**src/rtl/spi_master_gen.sv**
```systemverilog
// spi_master_gen: register-mapped SPI master with DATA_W-bit full-duplex frames,
// programmable CPOL/CPHA, MSB/LSB-first ordering and NUM_CS active-low chip selects.
// Optional feature macro: SPI_IRQ_EN adds the registered o_irq output and the CTRL[7] IRQEN bit.
module spi_master_gen #(
    parameter int DATA_W  = 8,
    parameter int CLK_DIV = 10,
    parameter int NUM_CS  = 2
) (
    input  logic              i_ck,
    input  logic              i_rstn,
    input  logic [3:0]        i_address,
    input  logic [DATA_W-1:0] i_data,
    input  logic              i_wr,
    input  logic              i_rd,
    output logic [DATA_W-1:0] o_data,
    output logic              o_sclk,
    output logic [NUM_CS-1:0] o_csn,
    output logic              o_mosi,
    input  logic              i_miso,
    output logic              o_busy
`ifdef SPI_IRQ_EN
   ,output logic              o_irq
`endif
);

    localparam int CW = $clog2(CLK_DIV + 1);
    localparam int HW = $clog2(2 * DATA_W + 1);
    localparam logic [CW-1:0] CNT_LAST  = CW'(CLK_DIV - 1);
    localparam logic [HW-1:0] HALF_LAST = HW'(2 * DATA_W - 1);

    typedef enum logic [1:0] {IDLE, LEAD, XFER, TRAIL} state_t;

    state_t            state, state_nxt;
    logic              cpol, cpha, lsbf;
    logic [2:0]        cssel;
    logic              irqen;
    logic [DATA_W-1:0] txdata, rxdata, tx_sh, rx_sh;
    logic              done, sclk_q, mosi_q, miso_s1, miso_s2;
    logic [CW-1:0]     cnt;
    logic [HW-1:0]     half;
    logic              busy, idle_wr, start, tick;
    logic              lead_edge, trail_edge, drive_evt, sample_evt, frame_end;
    logic [7:0]        ctrl_rd;
    logic [DATA_W-1:0] rd_mux;

    assign busy       = (state != IDLE);
    assign idle_wr    = i_wr && !busy;
    assign start      = idle_wr && (i_address == 4'd0) && i_data[0];
    assign tick       = (cnt == CNT_LAST);
    // SCLK toggles at the end of each half-period; even halves end on a leading edge.
    assign lead_edge  = (state == XFER) && tick && !half[0];
    assign trail_edge = (state == XFER) && tick && half[0];
    assign drive_evt  = cpha ? lead_edge : trail_edge;
    assign sample_evt = cpha ? trail_edge : lead_edge;
    assign frame_end  = (state == TRAIL) && tick;

`ifdef SPI_IRQ_EN
    assign ctrl_rd = {irqen, cssel, lsbf, cpha, cpol, 1'b0};
`else
    assign irqen   = 1'b0;
    assign ctrl_rd = {1'b0, cssel, lsbf, cpha, cpol, 1'b0};
`endif

    // State register.
    always_ff @(posedge i_ck or negedge i_rstn) begin
        if (!i_rstn) state <= IDLE;
        else         state <= state_nxt;
    end

    // Next-state: LEAD and TRAIL last one divider period, XFER 2*DATA_W of them.
    always_comb begin
        state_nxt = state;
        unique case (state)
            IDLE:  if (start) state_nxt = LEAD;
            LEAD:  if (tick) state_nxt = XFER;
            XFER:  if (tick && half == HALF_LAST) state_nxt = TRAIL;
            TRAIL: if (tick) state_nxt = IDLE;
            default: state_nxt = IDLE;
        endcase
    end

    // Divider and half-period counters.
    always_ff @(posedge i_ck or negedge i_rstn) begin
        if (!i_rstn) begin
            cnt  <= '0;
            half <= '0;
        end else begin
            cnt <= (!busy || tick) ? '0 : cnt + CW'(1);
            if (state != XFER) half <= '0;
            else if (tick)     half <= half + HW'(1);
        end
    end

    // Control and TXDATA registers; writable only while idle.
    always_ff @(posedge i_ck or negedge i_rstn) begin
        if (!i_rstn) begin
            cpol   <= 1'b0;
            cpha   <= 1'b0;
            lsbf   <= 1'b0;
            cssel  <= '0;
            txdata <= '0;
        end else if (idle_wr) begin
            if (i_address == 4'd0) begin
                cpol  <= i_data[1];
                cpha  <= i_data[2];
                lsbf  <= i_data[3];
                cssel <= i_data[6:4];
            end
            if (i_address == 4'd1) txdata <= i_data;
        end
    end

`ifdef SPI_IRQ_EN
    // Interrupt enable bit and registered interrupt output.
    always_ff @(posedge i_ck or negedge i_rstn) begin
        if (!i_rstn) begin
            irqen <= 1'b0;
            o_irq <= 1'b0;
        end else begin
            if (idle_wr && i_address == 4'd0) irqen <= i_data[7];
            o_irq <= done & irqen;
        end
    end
`endif

    // SCLK, MOSI and shift registers; CPHA=0 puts the first bit out at frame start.
    always_ff @(posedge i_ck or negedge i_rstn) begin
        if (!i_rstn) begin
            sclk_q <= 1'b0;
            mosi_q <= 1'b0;
            tx_sh  <= '0;
            rx_sh  <= '0;
            rxdata <= '0;
        end else begin
            if (state == LEAD)             sclk_q <= cpol;
            else if (state == XFER && tick) sclk_q <= ~sclk_q;
            if (start) begin
                if (i_data[2]) begin
                    mosi_q <= 1'b0;
                    tx_sh  <= txdata;
                end else if (i_data[3]) begin
                    mosi_q <= txdata[0];
                    tx_sh  <= {1'b0, txdata[DATA_W-1:1]};
                end else begin
                    mosi_q <= txdata[DATA_W-1];
                    tx_sh  <= {txdata[DATA_W-2:0], 1'b0};
                end
            end else if (drive_evt) begin
                mosi_q <= lsbf ? tx_sh[0] : tx_sh[DATA_W-1];
                tx_sh  <= lsbf ? {1'b0, tx_sh[DATA_W-1:1]} : {tx_sh[DATA_W-2:0], 1'b0};
            end else if (frame_end) begin
                mosi_q <= 1'b0;
            end
            if (sample_evt)
                rx_sh <= lsbf ? {miso_s2, rx_sh[DATA_W-1:1]} : {rx_sh[DATA_W-2:0], miso_s2};
            if (frame_end) rxdata <= rx_sh;
        end
    end

    // MISO two-flop synchroniser.
    always_ff @(posedge i_ck or negedge i_rstn) begin
        if (!i_rstn) begin
            miso_s1 <= 1'b0;
            miso_s2 <= 1'b0;
        end else begin
            miso_s1 <= i_miso;
            miso_s2 <= miso_s1;
        end
    end

    // Sticky DONE: START clears first, frame end sets, RXDATA read clears.
    always_ff @(posedge i_ck or negedge i_rstn) begin
        if (!i_rstn)                               done <= 1'b0;
        else if (start)                            done <= 1'b0;
        else if (frame_end)                        done <= 1'b1;
        else if (i_rd && i_address == 4'd2)        done <= 1'b0;
    end

    // Read mux over pre-write register values.
    always_comb begin
        rd_mux = '0;
        case (i_address)
            4'd0:    rd_mux = DATA_W'(ctrl_rd);
            4'd1:    rd_mux = txdata;
            4'd2:    rd_mux = rxdata;
            4'd3:    rd_mux = DATA_W'({done, busy});
            default: rd_mux = '0;
        endcase
    end

    // Registered read data, zero when no read is in progress.
    always_ff @(posedge i_ck or negedge i_rstn) begin
        if (!i_rstn)   o_data <= '0;
        else if (i_rd) o_data <= rd_mux;
        else           o_data <= '0;
    end

    // Pin outputs: selected chip select low while busy, SCLK parked at CPOL outside XFER.
    always_comb begin
        o_csn = '1;
        for (int unsigned i = 0; i < NUM_CS; i++)
            if (busy && cssel == 3'(i)) o_csn[i] = 1'b0;
        o_sclk = (state == XFER) ? sclk_q : cpol;
        o_mosi = mosi_q;
        o_busy = busy;
    end

endmodule
```
**config.mk**
```make
export PLATFORM = sky130hd
export DESIGN_NAME = spi_master_gen
export DESIGN_NICKNAME = d
export VERILOG_FILES = /design/src/rtl/spi_master_gen.sv
export SDC_FILE = /design/constraint.sdc
export NUM_CORES = 1
export LEC_CHECK = 0
export ABC_CLOCK_PERIOD_IN_PS = 3950
export CORE_MARGIN = 2
export CORE_UTILIZATION = 55
export CTS_BUF_LIST = sky130_fd_sc_hd__clkbuf_4 sky130_fd_sc_hd__clkbuf_8 sky130_fd_sc_hd__clkbuf_16
export DETAILED_ROUTE_END_ITERATION = 16
export HOLD_SLACK_MARGIN = 0.12
export PLACE_DENSITY = 0.77
export SLEW_MARGIN = 20
export SYNTH_ARGS = -nofsm -noshare
export SYNTH_HDL_FRONTEND = slang
export SYNTH_SLANG_ARGS = --single-unit
```
**constraint.sdc**
```tcl
create_clock -name i_ck -period 3.95 [get_ports i_ck]
set_input_delay 0.395 -clock i_ck [delete_from_list [all_inputs] [get_ports i_ck]]
set_output_delay 0.395 -clock i_ck [all_outputs]
set_load 0.005 [all_outputs]
```
==> out/summary.txt, run 1 <==
GRT Total Usage: 0.212
largest net degree at the start of global routing: 45
IO Count: 30
CP arrival: 2.12 ns
multi-input combinational cell area: 1500 um2
clock network power share: 0.477
VDD IR-drop max: 260 uV
Via density: 5.47
Crit path buffers/inverters: 2
CP delay by family, top: buffers and inverters
RSZ-0062 raised after global routing: no
leading cell type in the layout, fill and taps excluded: dfrtp_1
CTS tree: done
number of diodes: 0
total clock sinks: 62
Syn Inst Count: 275
Internal Power: 1.04 mW
gr busiest metal: met2
setup TNS: 0 ns
Cell Area, Placed: 3460 um2
simple-gate share of the synthesized area: 0.125
PD cells: 358 nW/um2
fin crit period: 2.52 ns
WP data required: 3.56 ns
area delta synth->final: 18.0%
HPWL Detailed: 4160 um
maximum root-to-sink buffer count: 2
vias in the first global route: 2123
Hold Vio Cnt, Final: 0
Worst-Margin Slew: 0.864 ns
Sequential Area: 1550 um2
Pre-antenna DRT Iters: 4
met2 Usage GRT: 0.315
gp weighted congestion: 0.859
clk root buf: clkbuf_8
DR iter-0 viols: 124
largest family of logic cells by synthesized area: multiplexers
# rows: 27
Die H: 79.5 um
commonest cells after routing, fill and taps aside: dfrtp_1, mux2i_1, nor2_1, mux2_2, clkdlybuf4s50_1
EDFF count, synth: 0
fillers: 438
die area: 6320 um2
Mapped Avg Cell Area: 11.4 um2
CTS buffer count: 9
layout cells sized above 1: 0.165
worst-path maximum fanout: 10
Net count, final: 330
I/O Buffers: 29
Synth Warn #: 0
sw frac: 0.217
Max Clk Rate: 397 MHz
crit path capture type: primary output
total vias in the final route: 2084
CP Launch Type: register
Synth Area in XOR/XNOR: 0.0196
max-cap violations: 0
Worst Skew: 0.00443 ns
Post-Synth Adder-Cell Area: 0.0359
Mapped Area: 3140 um2
Sequential Power Share: 0.484
sequential area share after synthesis: 0.495
Final Setup Violations: 0
placed cells: 364
Die Wd: 79.5 um
Worst-Skew Late Latency: 0.33 ns
Post-DRT Antenna Nets: 0
#FFs+latches synth: 62
Initial Util: 0.569
ys flop type: dfrtp_1
met3 Use GR: 0.0339
post-route clock period utilization: 0.638
Syn Nets: 301
NetSw: 287 uW
Design Area, Final: 3700 um2
post-synthesis compound-gate area fraction: 0.0650
post-synthesis mux area share: 0.233
leakage power: 1.68 nW
final wirelength: 5930 um
post-DR wirelength/cell: 15.6 um
combinational power share: 0.040
Final Non-Filler Cells: 381
first-pass GRT wire length: 10200 um
DRC errors left: 0
Reg clk slew, reported paths: 0.07 ns
postcts setup bufs: 0
count of different cell masters after synthesis: 37
status: completed
Max H-tree Level: 3
core area: 5510 um2
Crit Path Class: reg -> out
Critical-path top delay cell: clkdlybuf4s50_1
worst hold path class: reg -> reg
GRT met1 Usage: 0.307
initial antenna violation count: 0
CP max stage delay: 0.45 ns
crit-path cells: inv_1 > ha_1 > mux2_2 > clkdlybuf4s50_1
max-slew violations: 0
ys async rst share: 1.00
total global routing overflow: 0
Max-Slew Margin vs Limit: 0.424
## metrics by stage
stage	hold slack, ns	utilization	power [mW]	worst slack [ns]
floorplan	0.0994	-	0.671	2.09
global placement	0.336	0.628	0.705	1.34
detailed placement	0.337	0.628	0.705	1.29
CTS	0.241	0.669	1.34	1.43
global route	0.385	0.672	1.38	1.34
finish	0.356	0.672	1.33	1.43
## sequential cells by signal, indices dropped and copies added, names as in the netlist
| signal | cells |
|---|---|
| half | 5 |
| sclk_q | 1 |
| miso_s2 | 1 |
| o_mosi | 1 |
| tx_sh | 8 |
| rxdata | 8 |
| state | 2 |
| cpol | 1 |
| cnt | 4 |
| cpha | 1 |
| o_data | 8 |
| lsbf | 1 |
| txdata | 8 |
| done | 1 |
| miso_s1 | 1 |
| cssel | 3 |
| rx_sh | 8 |
## power groups by stage
stage / Clock, mW / Combinational [mW] / Sequential, mW
2_1_floorplan: 0 / 0.0186 / 0.653
3_3_place_gp: 0 / 0.0518 / 0.653
3_5_place_dp: 0 / 0.0521 / 0.653
4_1_cts: 0.646 / 0.0524 / 0.641
5_1_grt: 0.678 / 0.0596 / 0.641
6_report: 0.632 / 0.0524 / 0.641
## layout make-up
type,count,area share
Sequential cell,62,0.419
Multi-Input combinational cell,194,0.405
Timing Repair Buffer,31,0.0825
Clock buffer,10,0.0372
Clock inverter,6,0.0250
Tap cell,72,0.0244
Inverter,6,0.00609
## worst paths after layout
path | from | endpoint | slack [ns] | depth (start not counted)
setup / recovery | state[0]$_DFFE_PN0P_ | o_sclk | 1.43 | 4
hold / removal | miso_s1$_DFF_PN0_ | miso_s2$_DFF_PN0_ | 0.36 | 0
setup reg to reg | state[0]$_DFFE_PN0P_ | state[1]$_DFFE_PN0P_ | 1.77 | 6
hold reg to reg | miso_s1$_DFF_PN0_ | miso_s2$_DFF_PN0_ | 0.36 | 0
max in group asynchronous | i_rstn | cssel[2]$_DFFE_PN0P_ | 2.70 | 3
min in group asynchronous | i_rstn | tx_sh[6]$_DFFE_PN0P_ | 0.60 | 2
## metal layers
layer / share of wire / wire [um] / up-vias
li1: - / - / 1024
met1: 0.51 / 3000 / 1018
met2: 0.46 / 2700 / 36
met3: 0.026 / 157 / 6
met4: 0.010 / 60 / 0
met5: 0 / 0 / -
## timing repair
item	in CTS	in global routing
hold buffers	0	1
endpoints found under the hold margin	0	38
endpoints found under the setup margin	0	0
resized for setup	0	0
## synth_stat cells, types with 4 or more instances
| cell | number | area, um2 |
|---|---|---|
| a21oi_1 | 21 | 105 |
| and2_1 | 4 | 25.0 |
| buf_2 | 8 | 40.0 |
| dfrtp_1 | 62 | 1550 |
| ha_1 | 9 | 113 |
| inv_1 | 6 | 22.5 |
| mux2_1 | 4 | 45.0 |
| mux2_2 | 28 | 315 |
| mux2i_1 | 37 | 370 |
| nand2_1 | 12 | 45.0 |
| nand3_1 | 4 | 20.0 |
| nor2_1 | 32 | 120 |
| nor3_1 | 5 | 25.0 |
| xnor2_1 | 6 | 52.6 |
## worst register-to-register path, cell delays in order (launching register included)
cell	delay [ns]
dfrtp_1	0.41
inv_1	0.13
ha_1	0.31
and3b_2	0.28
nand3_4	0.21
a221oi_4	0.38
mux2_1	0.35
## logic make-up after synthesis
logic type               after synthesis
AO/OA/AOI/OAI                         33
buffers and inverters                 19
XOR/XNOR                               7
flip-flops                            62
AND/OR/NAND/NOR                       76
adder cells (fa/ha/maj)                9
multiplexers                          69
Note: power is estimated with default switching activity, not from simulation.
==> run 2, diff against run 1 <==
--- a/config.mk
+++ b/config.mk
@@ -5,13 +5,13 @@
 export SDC_FILE = /design/constraint.sdc
 export NUM_CORES = 1
 export LEC_CHECK = 0
-export ABC_CLOCK_PERIOD_IN_PS = 3950
+export ABC_CLOCK_PERIOD_IN_PS = 2150
 export CORE_MARGIN = 2
-export CORE_UTILIZATION = 55
+export CORE_UTILIZATION = 51
 export CTS_BUF_LIST = sky130_fd_sc_hd__clkbuf_4 sky130_fd_sc_hd__clkbuf_8 sky130_fd_sc_hd__clkbuf_16
 export DETAILED_ROUTE_END_ITERATION = 16
 export HOLD_SLACK_MARGIN = 0.12
-export PLACE_DENSITY = 0.77
+export PLACE_DENSITY = 0.75
 export SLEW_MARGIN = 20
 export SYNTH_ARGS = -nofsm -noshare
 export SYNTH_HDL_FRONTEND = slang
==> constraint.sdc (replaced) <==
create_clock -name i_ck -period 2.15 [get_ports i_ck]
set_input_delay 0.215 -clock i_ck [delete_from_list [all_inputs] [get_ports i_ck]]
set_output_delay 0.215 -clock i_ck [all_outputs]
set_load 0.005 [all_outputs]
==> out/summary.txt, run 2 (synthesis results as in run 1) <==
status: completed
maximum root-to-sink buffer count: 2
Max H-tree Level: 3
RR Startpoint: cnt[1]$_DFF_PN0_
CP delay by family, top: buffers and inverters
leading cell type in the layout, fill and taps excluded: dfrtp_1
max-cap violations: 0
clk root buf: clkbuf_8
max-slew violations: 0
Die Wd: 82.4 um
commonest cells after routing, fill and taps aside: dfrtp_1, mux2i_1, nor2_1, mux2_2, clkdlybuf4s50_1
crit-path cells: inv_2 > ha_4 > mux2_2 > clkdlybuf4s50_1
Worst-Margin Slew: 0.614 ns
CP endpoint: o_sclk
setup TNS: 0 ns
initial antenna violation count: 0
hold_ws: 0.301 ns
Worst setup startpoint: state[0]$_DFFE_PN0P_
HPWL Detailed: 4460 um
vias in the first global route: 2086
worst hold stages: 1
worst hold path class: in -> reg
total global routing overflow: 0
first-pass GRT wire length: 10200 um
Pre-antenna DRT Iters: 4
Max-Slew Margin vs Limit: 0.589
leakage power: 1.71 nW
Die H: 82.4 um
Crit path buffers/inverters: 2
WP depth: 4
placed cells: 376
GRT Total Usage: 0.204
total vias in the final route: 2133
final wirelength: 6110 um
die area: 6790 um2
Final Non-Filler Cells: 394
post-route clock period utilization: 0.957
Final Setup Violations: 0
VDD IR-drop max: 401 uV
post-DR wirelength/cell: 15.5 um
area delta synth->final: 19.8%
worst-path maximum fanout: 4
Max Clk Rate: 486 MHz
CP Launch Type: register
r2r endpoint: state[1]$_DFFE_PN0P_
WP data required: 1.93 ns
Worst R2R Setup Slack: 0.21 ns
core area: 5920 um2
# rows: 28
Crit Path Class: reg -> out
IO Count: 30
fin crit period: 2.06 ns
RSZ-0062 raised after global routing: no
Reg clk slew, reported paths: 0.08 ns
Worst Reg-to-Reg Cells: 6
Hold Vio Cnt, Final: 0
CTS buffer count: 9
DRC errors left: 0
crit path capture type: primary output
CP arrival: 1.84 ns
Worst Skew: 0.0114 ns
PD cells: 585 nW/um2
Via density: 5.41
total clock sinks: 62
layout cells sized above 1: 0.204
largest net degree at the start of global routing: 42
gp weighted congestion: 0.764
DR iter-0 viols: 124
Worst-Skew Late Latency: 0.34 ns
CP max stage delay: 0.45 ns
I/O Buffers: 29
Initial Util: 0.530
Net count, final: 340
Critical-path top delay cell: clkdlybuf4s50_1
Post-DRT Antenna Nets: 0
number of diodes: 0
CTS tree: done
## run 2: final cells by class
type	instances	area (um2)
tap	75	93.8
sequential	62	1550
fill	485	2160
clock buffer	9	124
multi-input combinational	194	1520
timing repair buffer	41	390
clock inverter	7	55.1
inverter	6	22.5
## run 2: worst register-to-register path: cells and delay by family, from the launching register on
kind,cells,cell delay (ns)
DFF,1,0.40
adders and majority gates,1,0.21
muxes,1,0.35
buffers and inverters,1,0.06
AOI/OAI and AO/OA,1,0.28
and+or+nand+nor,2,0.51
## run 2: report_power, final
group          internal (mW)  switching, mW
Combinational         0.0459         0.0561
Clock                  0.429          0.491
Sequential              1.17        0.00427
## run 2: repair_timing
| action | CTS | global route |
|---|---|---|
| hold endpoints to repair | 21 | 0 |
| gates cloned | 0 | 0 |
| gates resized for setup | 5 | 0 |
| setup endpoints to repair | 3 | 1 |
| hold buffers | 1 | 0 |
| setup buffers | 0 | 1 |
## run 2: through the flow
step / setup WS, ns / area [um2] / util / power [mW]
global placement: 0.242 / 3540 / 0.598 / 1.30
global route: 0.0301 / 3760 / 0.634 / 2.30
floorplan: 0.292 / 3140 / - / 1.23
finish: 0.0931 / 3760 / 0.634 / 2.20
detailed placement: 0.182 / 3540 / 0.598 / 1.30
CTS: 0.0499 / 3750 / 0.633 / 2.23
## run 2: worst min-delay path by stage
stage,start,end
2_1_floorplan,i_rstn,cnt[0]$_DFF_PN0_
5_1_grt,i_miso,miso_s1$_DFF_PN0_
4_1_cts,i_miso,miso_s1$_DFF_PN0_
3_5_place_dp,i_rstn,tx_sh[4]$_DFFE_PN0P_
6_report,i_miso,miso_s1$_DFF_PN0_
3_3_place_gp,i_rstn,tx_sh[4]$_DFFE_PN0P_
## run 2: metal layers
| metal | vias to the layer above | part of all wire | GRT usage |
|---|---|---|---|
| li1 | 1045 | - | - |
| met1 | 1044 | 0.48 | 0.288 |
| met2 | 42 | 0.47 | 0.310 |
| met3 | 2 | 0.047 | 0.0489 |
| met4 | 0 | 0.0031 | 0.0650 |
| met5 | - | 0 | 0 |
==> run 3, diff against run 2 <==
--- a/config.mk
+++ b/config.mk
@@ -6,12 +6,12 @@
 export NUM_CORES = 1
 export LEC_CHECK = 0
 export ABC_CLOCK_PERIOD_IN_PS = 2150
-export CORE_MARGIN = 2
 export CORE_UTILIZATION = 51
 export CTS_BUF_LIST = sky130_fd_sc_hd__clkbuf_4 sky130_fd_sc_hd__clkbuf_8 sky130_fd_sc_hd__clkbuf_16
 export DETAILED_ROUTE_END_ITERATION = 16
 export HOLD_SLACK_MARGIN = 0.12
 export PLACE_DENSITY = 0.75
+export SKIP_LAST_GASP = 1
 export SLEW_MARGIN = 20
 export SYNTH_ARGS = -nofsm -noshare
 export SYNTH_HDL_FRONTEND = slang
==> out/summary.txt, run 3 (synthesis results as in run 1) <==
status: completed
Crit Path Class: reg -> out
Worst Reg-to-Reg Cells: 6
clk root buf: clkbuf_8
RR Startpoint: cnt[1]$_DFF_PN0_
Sequential Area: 1550 um2
Via density: 5.40
Cell Area, Placed: 3530 um2
Die Wd: 80.4 um
I/O Buffers: 29
Max Clk Rate: 483 MHz
gp weighted congestion: 0.760
largest net degree at the start of global routing: 31
WP data required: 1.93 ns
DR iter-0 viols: 122
VDD IR-drop max: 534 uV
Post-DRT Antenna Nets: 0
leading cell type in the layout, fill and taps excluded: dfrtp_1
# rows: 28
Worst-Skew Late Latency: 0.34 ns
final wirelength: 6230 um
r2r endpoint: state[1]$_DFFE_PN0P_
Max-Slew Margin vs Limit: 0.542
Hold Vio Cnt, Final: 0
post-route clock period utilization: 0.963
worst hold stages: 1
CTS tree: done
CP Launch Type: register
max-slew violations: 0
DRC errors left: 0
area delta synth->final: 21.0%
PD cells: 649 nW/um2
Hold Path Origin: i_miso
total clock sinks: 62
Initial Util: 0.530
Worst Skew: 0.00767 ns
core area: 5920 um2
total vias in the final route: 2128
max-cap violations: 0
initial antenna violation count: 0
pre-CTS setup slack: 0.199 ns
hold_ws: 0.312 ns
Worst Hold Path EP: miso_s1$_DFF_PN0_
worst-path maximum fanout: 4
Max H-tree Level: 3
vias in the first global route: 2134
HPWL Detailed: 4400 um
fin crit period: 2.07 ns
worst hold path class: in -> reg
total global routing overflow: 0
fillers: 466
Die H: 80.4 um
CP arrival: 1.86 ns
RSZ-0062 raised after global routing: no
final setup margin: 0.0790 ns
IO Count: 30
post-DR wirelength/cell: 15.8 um
maximum root-to-sink buffer count: 2
Design Area, Final: 3790 um2
setup TNS: 0 ns
leakage power: 1.73 nW
first-pass GRT wire length: 10300 um
GRT Total Usage: 0.214
commonest cells after routing, fill and taps aside: dfrtp_1, mux2i_1, nor2_1, mux2_2, clkdlybuf4s50_1
Pre-antenna DRT Iters: 6
die area: 6470 um2
postcts setup bufs: 0
Reg clk slew, reported paths: 0.07 ns
multi-input combinational cell area: 1520 um2
CTS buffer count: 9
Net count, final: 340
Worst R2R Setup Slack: 0.17 ns
layout cells sized above 1: 0.204
Final Power: 2.46 mW
crit path capture type: primary output
Worst-Margin Slew: 0.688 ns
Final Setup Violations: 0
number of diodes: 0
[run 3: layout make-up]
type	instances	share of cell area
Sequential cell	62	0.409
Multi-Input combinational cell	194	0.400
Timing Repair Buffer	41	0.0996
Clock buffer	10	0.0363
Tap cell	75	0.0247
Clock inverter	6	0.0244
Inverter	6	0.00593
[run 3: routing by layer]
layer | up-vias | GRT usage | part of all wire
met5 | - | 0 | 0
met4 | 0 | 0.0929 | 0.013
met3 | 7 | 0.0352 | 0.033
met2 | 35 | 0.344 | 0.47
met1 | 1042 | 0.285 | 0.49
li1 | 1044 | - | -
[run 3: worst max path at each step]
stage	startpoint	to
after global placement	i_address[0]	state[1]$_DFFE_PN0P_
final	state[1]$_DFFE_PN0P_	o_csn[0]
after detailed placement	i_address[0]	state[1]$_DFFE_PN0P_
after CTS	state[0]$_DFFE_PN0P_	o_sclk
after floorplan	state[0]$_DFFE_PN0P_	state[1]$_DFFE_PN0P_
after global routing	state[1]$_DFFE_PN0P_	o_csn[0]
[run 3: repair_timing]
item,4_1_cts,5_1_grt
hold buffers,1,0
hold endpoints to repair,28,0
gates cloned,0,0
gates resized for setup,1,4
pin swaps,0,0
setup endpoints to repair,1,3
[run 3: per-stage QoR]
step,std cells,utilization
after floorplan,275,-
after global placement,377,0.597
after detailed placement,377,0.597
after CTS,394,0.638
after global routing,394,0.641
final,394,0.641
[run 3: critical path, stage by stage (launching register included)]
cell	delay, ns
dfrtp_1	0.45
inv_1	0.13
ha_2	0.29
nor3_2	0.07
nand2b_1	0.07
clkdlybuf4s50_1	0.51
[run 3: power by group]
group          switching (mW)  internal, mW  total [mW]  leakage [nW]
clock network           0.491         0.692        1.18         0.110
registers             0.00450          1.17        1.18         0.787
logic                  0.0562        0.0446       0.101         0.836
total                   0.552          1.91        2.46          1.73
